<file path="config.mk">
export PLATFORM = sky130hd
export DESIGN_NAME = pem_counter_bank
export DESIGN_NICKNAME = d
export VERILOG_FILES = /design/src/rtl/pem_counter_bank.sv
export SDC_FILE = /design/constraint.sdc
export NUM_CORES = 1
export LEC_CHECK = 0
export ABC_AREA = 1
export CAP_MARGIN = 15
export CORE_MARGIN = 3
export CORE_UTILIZATION = 40
export DETAILED_ROUTE_END_ITERATION = 12
export PLACE_DENSITY = 0.67
export SLEW_MARGIN = 20
export SYNTH_ARGS = -nofsm -noshare
export SYNTH_HDL_FRONTEND = slang
export SYNTH_SLANG_ARGS = --single-unit
</file>
<file path="constraint.sdc">
create_clock -name clk -period 3.1 [get_ports clk]
set_input_delay 0.31 -clock clk [delete_from_list [all_inputs] [get_ports clk]]
set_output_delay 0.31 -clock clk [all_outputs]
set_load 0.02 [all_outputs]
</file>
<file path="src/rtl/pem_counter_bank.sv">
// ---------------------------------------------------------------------------
// pem_counter_bank
// PE-memory activity counter bank. Per-channel increment pulses from the
// pem_load / pem_store datapaths are folded into four live event counters
// (load inst, load ack, store inst, store ack) and two in-flight depth
// counters. The register interface can take an atomic snapshot of the event
// counters and optionally clear them in the same cycle.
//
// Ports
//   clk, s_rst_n                 clock, asynchronous active-low reset
//   ld_inst_inc, ld_ack_inc      per-channel load issue / acknowledge pulses
//   st_inst_inc, st_ack_inc      per-channel store issue / acknowledge pulses
//   clr                          clear event counters and sticky flags
//   snap_req                     capture event counters into snapshot regs
//   snap_vld                     one-cycle pulse, snapshot registers updated
//   snap_ld_inst .. snap_st_ack  snapshot values
//   ovf                          sticky overflow {st_ack, st_inst, ld_ack, ld_inst}
//   ld_inflight, st_inflight     outstanding instruction depth
//   inflight_err                 sticky {st, ld} in-flight under/overflow
//   idle                         both in-flight counters are zero
// ---------------------------------------------------------------------------
module pem_counter_bank #(
   parameter int PC_NB    = 2,
   parameter int CNT_W    = 32,
   parameter int INFL_W   = 16,
   parameter int SAT_MODE = 1
) (
   input  logic              clk,
   input  logic              s_rst_n,
   input  logic [PC_NB-1:0]  ld_inst_inc,
   input  logic [PC_NB-1:0]  ld_ack_inc,
   input  logic [PC_NB-1:0]  st_inst_inc,
   input  logic [PC_NB-1:0]  st_ack_inc,
   input  logic              clr,
   input  logic              snap_req,
   output logic              snap_vld,
   output logic [CNT_W-1:0]  snap_ld_inst,
   output logic [CNT_W-1:0]  snap_ld_ack,
   output logic [CNT_W-1:0]  snap_st_inst,
   output logic [CNT_W-1:0]  snap_st_ack,
   output logic [3:0]        ovf,
   output logic [INFL_W-1:0] ld_inflight,
   output logic [INFL_W-1:0] st_inflight,
   output logic [1:0]        inflight_err,
   output logic              idle
);

   localparam int POP_W = $clog2(PC_NB + 1);
   // The in-flight arithmetic carries a few bits of headroom so that the
   // largest possible step (+/- PC_NB) around a full counter never wraps
   // before it is clamped.
   localparam int NW    = INFL_W + 6;

   // Number of channels pulsing in a vector.
   function automatic logic [POP_W-1:0] popcnt(input logic [PC_NB-1:0] v);
      logic [POP_W-1:0] c;
      c = '0;
      for (int i = 0; i < PC_NB; i++) begin
         c = c + POP_W'(v[i]);
      end
      return c;
   endfunction

   // Kinds packed side by side: 0 ld_inst, 1 ld_ack, 2 st_inst, 3 st_ack.
   // This order matches the bit order of ovf.
   logic [4*PC_NB-1:0] inc_all;
   assign inc_all = {st_ack_inc, st_inst_inc, ld_ack_inc, ld_inst_inc};

   genvar k;
   for (k = 0; k < 4; k++) begin : g_evt
      logic [POP_W-1:0] pop;
      logic [CNT_W:0]   sum;
      logic [CNT_W-1:0] live_d;
      logic [CNT_W-1:0] live_q;
      logic [CNT_W-1:0] snap_q;
      logic             ovf_set;
      logic             ovf_q;

      assign pop = popcnt(inc_all[k*PC_NB +: PC_NB]);
      assign sum = {1'b0, live_q} + (CNT_W+1)'(pop);

      // Next live value. A clear restarts the counter from this cycle's
      // increments so nothing arriving alongside the clear is lost; that
      // restart cannot overflow, so overflow only comes from a normal
      // accumulate.
      always_comb begin
         ovf_set = 1'b0;
         live_d  = sum[CNT_W-1:0];
         if (clr) begin
            live_d = CNT_W'(pop);
         end else if (sum[CNT_W]) begin
            ovf_set = 1'b1;
            if (SAT_MODE != 0) begin
               live_d = '1;
            end
         end
      end

      // Live counter, snapshot capture and sticky overflow. The snapshot
      // takes the value before this cycle's increments, so a simultaneous
      // snap+clr hands the old total to software and the new increments
      // to the fresh count.
      always_ff @(posedge clk or negedge s_rst_n) begin
         if (!s_rst_n) begin
            live_q <= '0;
            snap_q <= '0;
            ovf_q  <= 1'b0;
         end else begin
            live_q <= live_d;
            if (snap_req) begin
               snap_q <= live_q;
            end
            ovf_q <= ovf_set | (ovf_q & ~clr);
         end
      end
   end

   assign snap_ld_inst = g_evt[0].snap_q;
   assign snap_ld_ack  = g_evt[1].snap_q;
   assign snap_st_inst = g_evt[2].snap_q;
   assign snap_st_ack  = g_evt[3].snap_q;
   assign ovf          = {g_evt[3].ovf_q, g_evt[2].ovf_q, g_evt[1].ovf_q, g_evt[0].ovf_q};

   genvar j;
   for (j = 0; j < 2; j++) begin : g_infl
      logic [POP_W-1:0]     pop_i;
      logic [POP_W-1:0]     pop_a;
      logic signed [NW-1:0] nxt;
      logic signed [NW-1:0] max_v;
      logic [INFL_W-1:0]    infl_d;
      logic [INFL_W-1:0]    infl_q;
      logic                 err_set;
      logic                 err_q;

      assign pop_i = popcnt(inc_all[(2*j)*PC_NB +: PC_NB]);
      assign pop_a = popcnt(inc_all[(2*j+1)*PC_NB +: PC_NB]);
      assign max_v = $signed({{(NW-INFL_W){1'b0}}, {INFL_W{1'b1}}});
      assign nxt   = $signed({{(NW-INFL_W){1'b0}}, infl_q})
                   + $signed(NW'(pop_i)) - $signed(NW'(pop_a));

      // Clamp the signed depth into range; either clamp flags an error
      // because issue and acknowledge accounting no longer agree.
      always_comb begin
         err_set = 1'b0;
         infl_d  = nxt[INFL_W-1:0];
         if (nxt < 0) begin
            err_set = 1'b1;
            infl_d  = '0;
         end else if (nxt > max_v) begin
            err_set = 1'b1;
            infl_d  = '1;
         end
      end

      // In-flight depth is not touched by clr; only the sticky error is.
      // An error raised in the clearing cycle still sets the flag.
      always_ff @(posedge clk or negedge s_rst_n) begin
         if (!s_rst_n) begin
            infl_q <= '0;
            err_q  <= 1'b0;
         end else begin
            infl_q <= infl_d;
            err_q  <= err_set | (err_q & ~clr);
         end
      end
   end

   assign ld_inflight  = g_infl[0].infl_q;
   assign st_inflight  = g_infl[1].infl_q;
   assign inflight_err = {g_infl[1].err_q, g_infl[0].err_q};

   // Snapshot valid pulse and idle flag, both registered. Idle looks at the
   // next in-flight values so it lines up with the counters it describes.
   always_ff @(posedge clk or negedge s_rst_n) begin
      if (!s_rst_n) begin
         snap_vld <= 1'b0;
         idle     <= 1'b1;
      end else begin
         snap_vld <= snap_req;
         idle     <= (g_infl[0].infl_d == '0) && (g_infl[1].infl_d == '0);
      end
   end

endmodule
</file>
==> metrics.md, run 1 <==
| Metric | Value |
|---|---|
| Worst R2R Path Depth | `16` |
| CP Max Fanout | `6` |
| Vias in the first global route | `about 14000` |
| TritonCTS Buffers | `35` |
| Gr usage total | `0.209` |
| Final Hold Vio Count | `0` |
| Tmin final | `approximately 2.8 ns` |
| Post-route clock period utilization | `0.919` |
| CTS tree | `built` |
| Initial antenna violation count | `0` |
| Worst path cell trace | `clkdlybuf4s50_1 > ha_2 > inv_1 > ha_1 > inv_1 > ha_1 > fa_2 > nand3_1 > nand3_1 > nand2_1 > nand2_1 > nand2_2 > nand2_2 > nand2_4 > buf_4 > nand3_1 > o21ai_1 > nand2_1 > nor2_1 > nand2_1 > nor2_1` |
| Element type at the critical path start | `input port` |
| Cell Pwr Density | `between 800 and 900 mW/mm^2` |
| Setup repair bufs after CTS | `0` |
| Yosys cell types | `48` |
| Aggregate routed wire length | `between 40 and 50 mm` |
| Core Region | `about 0.039 sq mm` |
| Layout Skew | `0.0249 ns` |
| Syn Area/Cell | `between 8 and 9 sq um` |
| CP delay by family, top | `adder cells` |
| Max cap viols | `0` |
| DRT Pass-1 Iters | `6` |
| DRT antenna net count | `0` |
| Crit Path Class | `input port to flop` |
| Cell area after synthesis | `about 0.016 sq mm` |
| Deepest clock path buffer count | `3` |
| Synthesized Nets | `around 2000` |
| Worst Hold Path EP | `g_evt[3].live_q[30]` |
| Crit path depth | `21` |
| Yosys warns | `0` |
| Seq/Total Area, Yosys | `0.459` |
| Root cell of the clock tree | `clkbuf_16` |
| CP endpoint kind | `flop` |
| Synth Instances | `between 1500 and 2000` |
| Share of post-route cells with drive strength above 1 | `0.147` |
| Count of port buffers added during placement | `between 150 and 200` |
| RSZ-0062 raised after global routing | `no` |
| Die outline height | `207 um` |
| Status | `finished clean` |
| Final setup violating endpoints | `0` |
| Final setup TNS | `0 ns` |
| # diodes | `0` |
| Pin count of the biggest net entering global routing | `86` |
| Post-synth ARST share | `1.00` |
| Via density | `5.05` |
| Iter 0 DRT Violations | `slightly below 900` |
| Leakage power | `between 9 and 10 nW` |
| Critical R2R Capture | `idle` |
| Die ar. | `0.0428 sq mm` |
| Hold path depth | `2` |
| Io pins | `180` |
| CTS sink cnt | `about 300` |
| Max Slew Vio Count | `0` |
| Gpl congestion | `between 0.9 and 1` |
| Slowest stage delay, CP | `just over 0.4 ns` |
| Hold Crit Start | `clr` |
| Min-Delay Path Class | `input port to flop` |
| VDD IR max | `roughly 0.65 mV` |
| WP data required | `3.56 ns` |
| First-pass GRT wire length | `71.8 mm` |
| Dominant synthesized flop cell | `dfrtp_1` |
| Flop-to-flop setup slack | `about 0.28 ns` |
| Overall Power | `16.8 mW` |
| Number of buffers and inverters on the critical path | `4` |
| Crit-path most repeated cell | `nand2_1` |
| Placement row count | `just over 70` |
| Post-synth EDFFs | `0` |
| Post-synthesis register bit count | `around 300` |
| Vias | `13874` |
| Total gr overflow | `0` |
| HPWL Detailed | `33.9 mm` |
| Max Clock Freq | `approximately 0.35 GHz` |
| Slew @ Worst Pin | `approximately 0.95 ns` |
| Clock Latency Late Sink | `~0.54 ns` |
| Initial Util | `0.411` |
| Final layout net count | `approximately 2300` |
| Wire per inst | `16.3 um` |
| Crit path DAT | `3.31 ns` |
| Clock Pin Slew Worst Setup and Hold Paths | `~0.060 ns` |
| DRC violations left | `0` |
| Die W | `~210 um` |
| # H-tree levels | `2` |
| Slew headroom | `0.369` |
| Reg2Reg Launch Point | `ld_inflight[1]` |
| Worst path slowest cell | `clkdlybuf4s50_1` |
| Area delta synth->final | `27.9%` |
-- final cells by class --
class                      count  area, sq um
multi-input combinational   1285         7450
fill                        3722        18700
timing repair buffer         308         2870
clock inverter                16          178
inverter                     280         1050
clock buffer                  46         1020
tap                          518          648
sequential                   296         7410
-- worst max-delay path by stage --
stage / startpoint / to / slack [ns]
final: ld_inst_inc[1] / idle / 0.25
after CTS: ld_ack_inc[0] / idle / 0.05
after global placement: ld_ack_inc[0] / idle / -0.48
after detailed placement: ld_ack_inc[0] / idle / -0.48
after global routing: ld_inst_inc[0] / idle / 0.01
after floorplan: ld_ack_inc[0] / idle / 0.21
-- synth_stat cells (3+ instances only) --
| cell type | count | area, sq um |
|---|---|---|
| o21bai_1 | 3 | 22.5 |
| clkbuf_1 | 39 | 146 |
| and2_1 | 4 | 25.0 |
| nand2_1 | 377 | 1420 |
| nor2_2 | 5 | 31.3 |
| o21ai_0 | 35 | 175 |
| nand2_2 | 14 | 87.6 |
| o21a_1 | 6 | 45.0 |
| nor2_1 | 170 | 638 |
| or2_2 | 4 | 25.0 |
| nand3_2 | 3 | 30.0 |
| fa_1 | 8 | 160 |
| xor2_1 | 60 | 526 |
| o21ai_1 | 6 | 30.0 |
| nor3_2 | 7 | 70.1 |
| nand3_1 | 90 | 450 |
| nor4_1 | 16 | 100 |
| ha_1 | 48 | 601 |
| a21oi_1 | 165 | 826 |
| mux2_2 | 75 | 845 |
| nand3b_1 | 10 | 75.1 |
| nor3_4 | 4 | 65.1 |
| nor3_1 | 57 | 285 |
| xnor2_1 | 42 | 368 |
| buf_2 | 3 | 15.0 |
| a31oi_1 | 13 | 81.3 |
| inv_2 | 6 | 22.5 |
| inv_1 | 274 | 1030 |
| nand4_1 | 42 | 263 |
| buf_1 | 4 | 15.0 |
| buf_4 | 8 | 60.1 |
| dfrtp_1 | 295 | 7380 |
-- worst reg2reg max path: cells and delay by family, from the launching register on --
family                     cells  cell delay (ns)
DFF                            1             0.46
AOI/OAI and AO/OA              1             0.07
adders and majority gates      2             0.88
and+or+nand+nor               12             1.13
buffers and inverters          1             0.20
-- cells in the final DEF (no fill, tap or decap), types with 17 or more instances in the layout --
cell,count
nor2_1,170
dfrtp_1,295
buf_4,121
nand2_2,17
nand2_1,374
mux2_2,75
o21ai_0,34
clkbuf_16,36
xnor2_1,42
inv_1,272
xor2_1,60
a21oi_1,165
clkdlybuf4s50_1,176
nand3_1,89
nor3_1,57
ha_1,46
nand4_1,42
-- power by group --
group	switching [mW]	internal, mW	total [mW]	leakage [nW]
sequential	0.324	4.24	4.56	3.90
clock	1.69	2.57	4.26	0.589
combinational	4.61	3.32	7.94	5.33
total	6.62	10.1	16.8	9.82
-- layer usage --
metal	wire length, um	up-vias	GRT usage
met3	2120	82	0.0315
met5	0	-	0
met1	20700	6631	0.287
met4	1320	0	0.0713
met2	20800	370	0.341
li1	-	6791	-
-- per-stage QoR --
step           cells  worst slack (ns)  area, sq um  utilization  hold slack (ns)
5_1_grt         2749            0.0123        20600        0.525            0.116
4_1_cts         2748            0.0547        20600        0.524           0.0915
2_1_floorplan   1915             0.213        16100            -           0.0144
6_report        2749             0.252        20600        0.525            0.111
3_3_place_gp    2685            -0.476        19400        0.494            0.390
3_5_place_dp    2685            -0.481        19400        0.494            0.393
-- cells by family (layout without fill, tap and decap cells) --
logic type	count (synthesis)	count (layout)	synth area share
compound gates	239	239	0.0790
xor+xnor	102	102	0.0554
fa+ha+maj	56	56	0.0472
buf+inv	335	650	0.0805
flops	296	296	0.459
mux	75	75	0.0524
simple gates	812	813	0.226
-- repair_timing --
item	in CTS	in global routing
hold buffers	1	0
setup endpoints to repair	0	4
resized for setup	0	12
hold endpoints to repair	77	0
-- state kept, by name, indices dropped and copies added, names as in the netlist --
| register | cells |
|---|---|
| st_inflight | 16 |
| snap_st_inst | 32 |
| snap_ld_ack | 32 |
| snap_vld | 1 |
| g_evt.live_q | 128 |
| ld_inflight | 16 |
| idle | 1 |
| g_infl.err_q | 2 |
| snap_st_ack | 32 |
| g_evt.ovf_q | 4 |
| snap_ld_inst | 32 |
No activity file was read; power rests on OpenSTA's default activity.
==> inputs of run 2 (changes only) <==
--- a/config.mk
+++ b/config.mk
@@ -7,10 +7,12 @@
 export LEC_CHECK = 0
 export ABC_AREA = 1
 export CAP_MARGIN = 15
+export CORE_ASPECT_RATIO = 1.75
 export CORE_MARGIN = 3
 export CORE_UTILIZATION = 40
 export DETAILED_ROUTE_END_ITERATION = 12
 export PLACE_DENSITY = 0.67
+export SETUP_SLACK_MARGIN = 0.1
 export SLEW_MARGIN = 20
 export SYNTH_ARGS = -nofsm -noshare
 export SYNTH_HDL_FRONTEND = slang
==> run 2 against run 1 <==
Effect of this change:
- clock power fell by 2%
- first-iteration DRC count is 11% lower
- sequential power is essentially flat
- non-clock buffer count unchanged
- core utilization is 0.44 points lower
- final cell count down 1.4%
- cell area decreased by 0.23%
- critical endpoint is now g_evt[3].live_q[28]
==> metrics.md, run 2 (same netlist as run 1, synthesis figures left out) <==
| Metric | Value |
|---|---|
| Status | `finished clean` |
| Deepest clock path buffer count | `3 (unchanged)` |
| Root cell of the clock tree | `clkbuf_16` |
| Die W | `158 um (-24%)` |
| Total gr overflow | `0 (unchanged)` |
| Hold slack | `0.0464 ns (-0.0651 ns)` |
| Final setup violating endpoints | `0 (unchanged)` |
| Worst R2R Path Depth | `16 (unchanged)` |
| Final worst slack | `0.281 ns (+0.0286 ns)` |
| Layout Skew | `0.00764 ns (-0.0172 ns)` |
| First-pass GRT wire length | `75.9 mm (+5.8%)` |
| WP data required | `3.57 ns (about the same)` |
| CP Max Fanout | `3 (-3)` |
| Slew @ Worst Pin | `0.797 ns (-0.149 ns)` |
| CTS tree | `built` |
| Pin count of the biggest net entering global routing | `92 (+7.0%)` |
| Die outline height | `272 um (+31%)` |
| Vias | `13794 (-0.58%)` |
| # diodes | `0 (unchanged)` |
| Most common cell after layout, fill and taps aside | `nand2_1` |
| DRT Pass-1 Iters | `4 (-2)` |
| Core Region | `0.0395 sq mm (+0.61%)` |
| Wire per inst | `17.4 um (+6.6%)` |
| Hold Crit Start | `snap_req` |
| Slew headroom | `0.469 (+0.0992)` |
| Final setup TNS | `0 ns (unchanged)` |
| Placed cell count | `2656 (-1.1%)` |
| Most frequent cells in the layout | `nand2_1, dfrtp_1, inv_1` |
| Max Slew Vio Count | `0 (unchanged)` |
| Gr usage total | `0.222 (+0.0125)` |
| Initial Util | `0.408 (-0.00250)` |
| # H-tree levels | `1 (-1)` |
| Iter 0 DRT Violations | `779 (-11%)` |
| DRT antenna net count | `0 (unchanged)` |
| TritonCTS Buffers | `29 (-17%)` |
| Crit path DAT | `3.29 ns (-0.02 ns)` |
| Tmin final | `2.82 ns (-0.0286 ns)` |
| Critical R2R Capture | `idle` |
| Cell Pwr Density | `832 mW/mm^2 (+2.4%)` |
| Area delta synth->final | `27.6%` |
| Largest register FFs | `128 (unchanged)` |
| Reg2Reg Launch Point | `st_inflight[1]` |
| Element type at the critical path start | `input port` |
| Vias in the first global route | `14492 (+5.6%)` |
| Max cap viols | `0 (unchanged)` |
| Worst Hold Path EP | `snap_vld` |
| Post-route clock period utilization | `0.909 (-0.00924)` |
| VDD IR max | `0.873 mV (+33%)` |
| Clock Pin Slew Worst Setup and Hold Paths | `0.07 ns (about the same)` |
| Final layout net count | `2267 (-0.31%)` |
| Final Hold Vio Count | `0 (unchanged)` |
| Min-Delay Path Class | `input port to flop` |
| Count of port buffers added during placement | `179 (unchanged)` |
| CTS sink cnt | `296 (unchanged)` |
| HPWL Detailed | `36.6 mm (+7.9%)` |
| DRC violations left | `0 (unchanged)` |
| Crit Path Class | `input port to flop` |
| Flop-to-flop setup slack | `0.36 ns (+0.08 ns)` |
| Initial antenna violation count | `0 (unchanged)` |
| Leakage power | `9.79 nW (-0.31%)` |
| Biggest register | `g_evt.live_q` |
| Die ar. | `0.0429 sq mm (+0.22%)` |
| Gpl congestion | `0.975 (+5.0%)` |
| Via density | `5.09 (+0.85%)` |
| Hold path depth | `1 (-1)` |
| RSZ-0062 raised after global routing | `yes` |
| CP endpoint kind | `flop` |
| Placement Setup Slack | `-0.481 ns (-0.000844 ns)` |
| Share of post-route cells with drive strength above 1 | `0.145 (-0.00242)` |
| Io pins | `180 (unchanged)` |
| Placement row count | `96 (+33%)` |
| Max Clock Freq | `0.355 GHz (+1.0%)` |
| Clock Latency Late Sink | `0.56 ns (+0.02 ns)` |
| Aggregate routed wire length | `47.2 mm (+5.0%)` |
| Final Non-Filler Cells | `2710 (-1.4%)` |
## run 2: changes by cell type in the layout (fill, tap and decap cells not counted), sizes merged
cell / delta
bufinv: +6
clkbuf: -12
clkinv: -7
inv: +3
nand2: -1
## run 2: worst max-delay path, cell delays in order
cell,delay [ns]
clkdlybuf4s50_1,0.45
ha_4,0.31
buf_4,0.11
ha_1,0.21
inv_1,0.09
fa_1,0.44
nor3_4,0.27
nand2_1,0.15
nor3_2,0.17
nand3_1,0.21
nor2_4,0.20
buf_4,0.14
nand3b_1,0.06
a31oi_1,0.17
## run 2: power by group
group | total [mW] | internal [mW] | switching (mW)
logic | 8.37 | 3.60 | 4.77
clock network | 4.17 | 2.59 | 1.58
registers | 4.58 | 4.24 | 0.346
total | 17.1 | 10.4 | 6.70
## run 2: worst max path at each step
| stage | from | end | cells after the start |
|---|---|---|---|
| 6_report | st_ack_inc[0] | g_evt[3].live_q[28] | 14 |
| 2_1_floorplan | ld_ack_inc[0] | idle | 20 |
| 3_5_place_dp | ld_ack_inc[1] | idle | 21 |
| 3_3_place_gp | ld_ack_inc[0] | idle | 20 |
| 5_1_grt | st_inst_inc[0] | idle | 21 |
| 4_1_cts | ld_ack_inc[1] | idle | 21 |
## run 2: what timing repair did
action	4_1_cts	5_1_grt
setup buffers	0	1
endpoints found under the hold margin	85	0
hold buffers	1	0
gates resized for setup	0	15
endpoints found under the setup margin	0	3
## run 2: layout make-up
cell class	count	area (sq um)
Fill cell	3675	18900
Sequential cell	296	7410
Clock inverter	18	337
Inverter	280	1050
Clock buffer	34	795
Multi-Input combinational cell	1284	7480
Timing Repair Buffer	308	2900
Tap cell	490	613
## run 2: metal layers
metal | GRT usage | up-vias | share of wire
met2 | 0.413 | 331 | 0.54
met1 | 0.248 | 6587 | 0.37
met5 | 0 | - | 0
li1 | - | 6760 | -
met3 | 0.0262 | 116 | 0.040
met4 | 0.0992 | 0 | 0.047
## run 2: stage by stage
step,util,cell area (sq um),power [mW]
floorplan,-,16100,9.40
global placement,0.490,19400,13.0
detailed placement,0.490,19400,13.1
CTS,0.519,20500,17.3
global route,0.521,20600,18.5
finish,0.521,20600,17.1
==> inputs of run 3 (changes only) <==
--- a/config.mk
+++ b/config.mk
@@ -12,6 +12,7 @@
 export CORE_UTILIZATION = 40
 export DETAILED_ROUTE_END_ITERATION = 12
 export PLACE_DENSITY = 0.67
+export RECOVER_POWER = 50
 export SETUP_SLACK_MARGIN = 0.1
 export SLEW_MARGIN = 20
 export SYNTH_ARGS = -nofsm -noshare
==> run 3 against run 2 <==
Effect of this change:
- the flow now finishes with violations (capacitance limit, slew limit)
- critical path depth is the same
- core utilization down 0.057 points
- power is essentially flat
- sequential share of layout area about the same
- combinational power barely moved
- non-clock buffer count unchanged
- sequential power about the same
==> metrics.md, run 3 (same netlist as run 1, synthesis figures left out) <==
| Metric | Value |
|---|---|
| Initial antenna violation count | `0 (unchanged)` |
| Slew @ Worst Pin | `2.53 ns (+1.73 ns)` |
| Number of buffers and inverters on the critical path | `4 (unchanged)` |
| DRT Pass-1 Iters | `5 (+1)` |
| Max Slew Vio Count | `133 (+133)` |
| # diodes | `0 (unchanged)` |
| Vias in the first global route | `14492 (unchanged)` |
| Utilization after layout | `0.520 (-0.000570)` |
| Pin count of the biggest net entering global routing | `92 (unchanged)` |
| CP startpoint | `st_ack_inc[0]` |
| Post-route clock period utilization | `0.926 (+0.0167)` |
| Placed cell count | `2656 (unchanged)` |
| Final Hold Vio Count | `0 (unchanged)` |
| Crit path to | `g_evt[3].live_q[28]` |
| Share of post-route cells with drive strength above 1 | `0.145 (-0.000450)` |
| WP data required | `3.51 ns (-0.06 ns)` |
| VDD IR max | `0.875 mV (+0.20%)` |
| Biggest register | `g_evt.live_q` |
| HPWL Detailed | `36.6 mm (unchanged)` |
| Cell Pwr Density | `833 mW/mm^2 (+0.14%)` |
| Crit path depth | `14 (unchanged)` |
| DRT antenna net count | `0 (unchanged)` |
| Die ar. | `0.0429 sq mm (unchanged)` |
| Clock Pin Slew Worst Setup and Hold Paths | `0.06 ns (about the same)` |
| Final worst slack | `0.229 ns (-0.0517 ns)` |
| Max cap viols | `2 (+2)` |
| Critical R2R Capture | `idle` |
| Crit path DAT | `3.28 ns (about the same)` |
| Element type at the critical path start | `input port` |
| Leakage power | `9.78 nW (about the same)` |
| GRT met1 Usage | `0.248 (unchanged)` |
| Deepest clock path buffer count | `3 (unchanged)` |
| Root cell of the clock tree | `clkbuf_16` |
| CTS sink cnt | `296 (unchanged)` |
| Hold slack | `0.372 ns (+0.326 ns)` |
| Via density | `5.11 (+0.30%)` |
| Final setup TNS | `0 ns (unchanged)` |
| TritonCTS Buffers | `29 (unchanged)` |
| Io pins | `180 (unchanged)` |
| Most common cell after layout, fill and taps aside | `nand2_1` |
| Wire per inst | `17.4 um (about the same)` |
| Vias | `13836 (+0.30%)` |
| Worst path slowest cell | `clkdlybuf4s50_1` |
| Die W | `158 um (unchanged)` |
| RSZ-0062 raised after global routing | `yes` |
| CP endpoint kind | `flop` |
| Status | `finished with violations` |
| Gr busiest metal | `met2` |
| Gr usage total | `0.222 (unchanged)` |
| # H-tree levels | `1 (unchanged)` |
| Aggregate routed wire length | `47.2 mm (about the same)` |
| Tmin final | `2.87 ns (+0.0517 ns)` |
| Max Clock Freq | `0.348 GHz (-1.8%)` |
| Total gr overflow | `0 (unchanged)` |
| M2 GR Usage | `0.413 (unchanged)` |
| Crit-path most repeated cell | `inv_1` |
| Clock Latency Late Sink | `0.56 ns (about the same)` |
| Flop-to-flop setup slack | `0.37 ns (about the same)` |
| Initial Util | `0.408 (unchanged)` |
| # fillers | `3677 (+0.054%)` |
| M3 GR Usage | `0.0262 (unchanged)` |
| CP delay by family, top | `simple AND/OR/NAND/NOR gates` |
| Die outline height | `272 um (unchanged)` |
| Crit Path Class | `input port to flop` |
| Worst R2R Path Depth | `16 (unchanged)` |
| Core Region | `0.0395 sq mm (unchanged)` |
| Area delta synth->final | `27.5%` |
| Placement Setup Slack | `-0.481 ns (unchanged)` |
| Failing checks | `capacitance limit, slew limit` |
| Reg2Reg Launch Point | `st_inflight[1]` |
| Min-Delay Path Class | `input port to flop` |
| CTS tree | `built` |
| Count of port buffers added during placement | `179 (unchanged)` |
| Iter 0 DRT Violations | `728 (-6.5%)` |
| Slew headroom | `-0.688 (-1.16)` |
| Worst path cell trace | `clkdlybuf4s50_1 > ha_4 > buf_4 > ha_1 > inv_1 > fa_1 > nor3_4 > nand2_1 > nor3_2 > nand3_1 > nor2_4 > inv_1 > o21ai_0 > a31oi_1` |
| First-pass GRT wire length | `75.9 mm (unchanged)` |
| Final Non-Filler Cells | `2710 (unchanged)` |
| Placement row count | `96 (unchanged)` |
| Final setup violating endpoints | `0 (unchanged)` |
| Gpl congestion | `0.975 (unchanged)` |
| CP Max Fanout | `3 (unchanged)` |
| Slowest stage delay, CP | `0.45 ns (about the same)` |
| Most frequent cells in the layout | `nand2_1, dfrtp_1, inv_1` |
| DRC violations left | `0 (unchanged)` |
| Layout Skew | `0.00662 ns (-0.00102 ns)` |
| Final layout net count | `2267 (unchanged)` |
| Largest register FFs | `128 (unchanged)` |
-- run 3: how the worst min path moves through the flow --
stage	startpoint	endpoint	depth (start not counted)
after global routing	clr	g_evt[1].live_q[25]	5
after detailed placement	s_rst_n	st_inflight[11]	1
after floorplan	s_rst_n	g_evt[0].live_q[0]	0
final	clr	g_evt[3].live_q[29]	5
after CTS	snap_req	snap_vld	1
after global placement	s_rst_n	st_inflight[11]	1
-- run 3: through the flow --
| step | total power [mW] | instance area, sq um |
|---|---|---|
| floorplan | 9.40 | 16100 |
| detailed placement | 13.1 | 19400 |
| CTS | 17.3 | 20500 |
| finish | 17.1 | 20600 |
| global route | 18.5 | 20600 |
| global placement | 13.0 | 19400 |
-- run 3: repair_timing --
item | in CTS | in global routing
setup endpoints to repair | 0 | 3
hold buffers | 1 | 0
buffers inserted | 0 | 1
resized for setup | 0 | 15
endpoints found under the hold margin | 85 | 0
-- run 3: metal layers --
layer | vias up | part of all wire
met4 | 0 | 0.049
met1 | 6621 | 0.37
met3 | 119 | 0.041
met2 | 337 | 0.54
met5 | - | 0
li1 | 6759 | -
-- run 3: worst reg2reg max path, stage by stage, from the launching register on --
cell     delay [ns]
dfrtp_1        0.44
fa_1           0.56
ha_1           0.35
nand2_1        0.07
nor2_1         0.14
nand2_1        0.06
nand3_1        0.14
nand2_1        0.10
nand2_1        0.08
nand2_1        0.04
nand2_1        0.12
nand3_1        0.10
nand2_1        0.09
nand2_1        0.05
nor2_1         0.11
nand4_1        0.11
nor2_1         0.12
-- run 3: area by class of cell --
type,instances,area (sq um),area share
multi-input cells,1284,7480,0.364
flip-flops and latches,296,7410,0.360
repair buffers,308,2870,0.140
inverters,280,1050,0.0513
clock buffers,34,795,0.0387
well taps,490,613,0.0298
clock inverters,18,337,0.0164
-- run 3: where the power goes --
group | switching (mW) | leakage [nW] | total [mW] | internal [mW]
clock | 1.58 | 0.548 | 4.16 | 2.59
sequential | 0.346 | 3.90 | 4.58 | 4.24
combinational | 4.78 | 5.33 | 8.38 | 3.60
total | 6.70 | 9.78 | 17.1 | 10.4
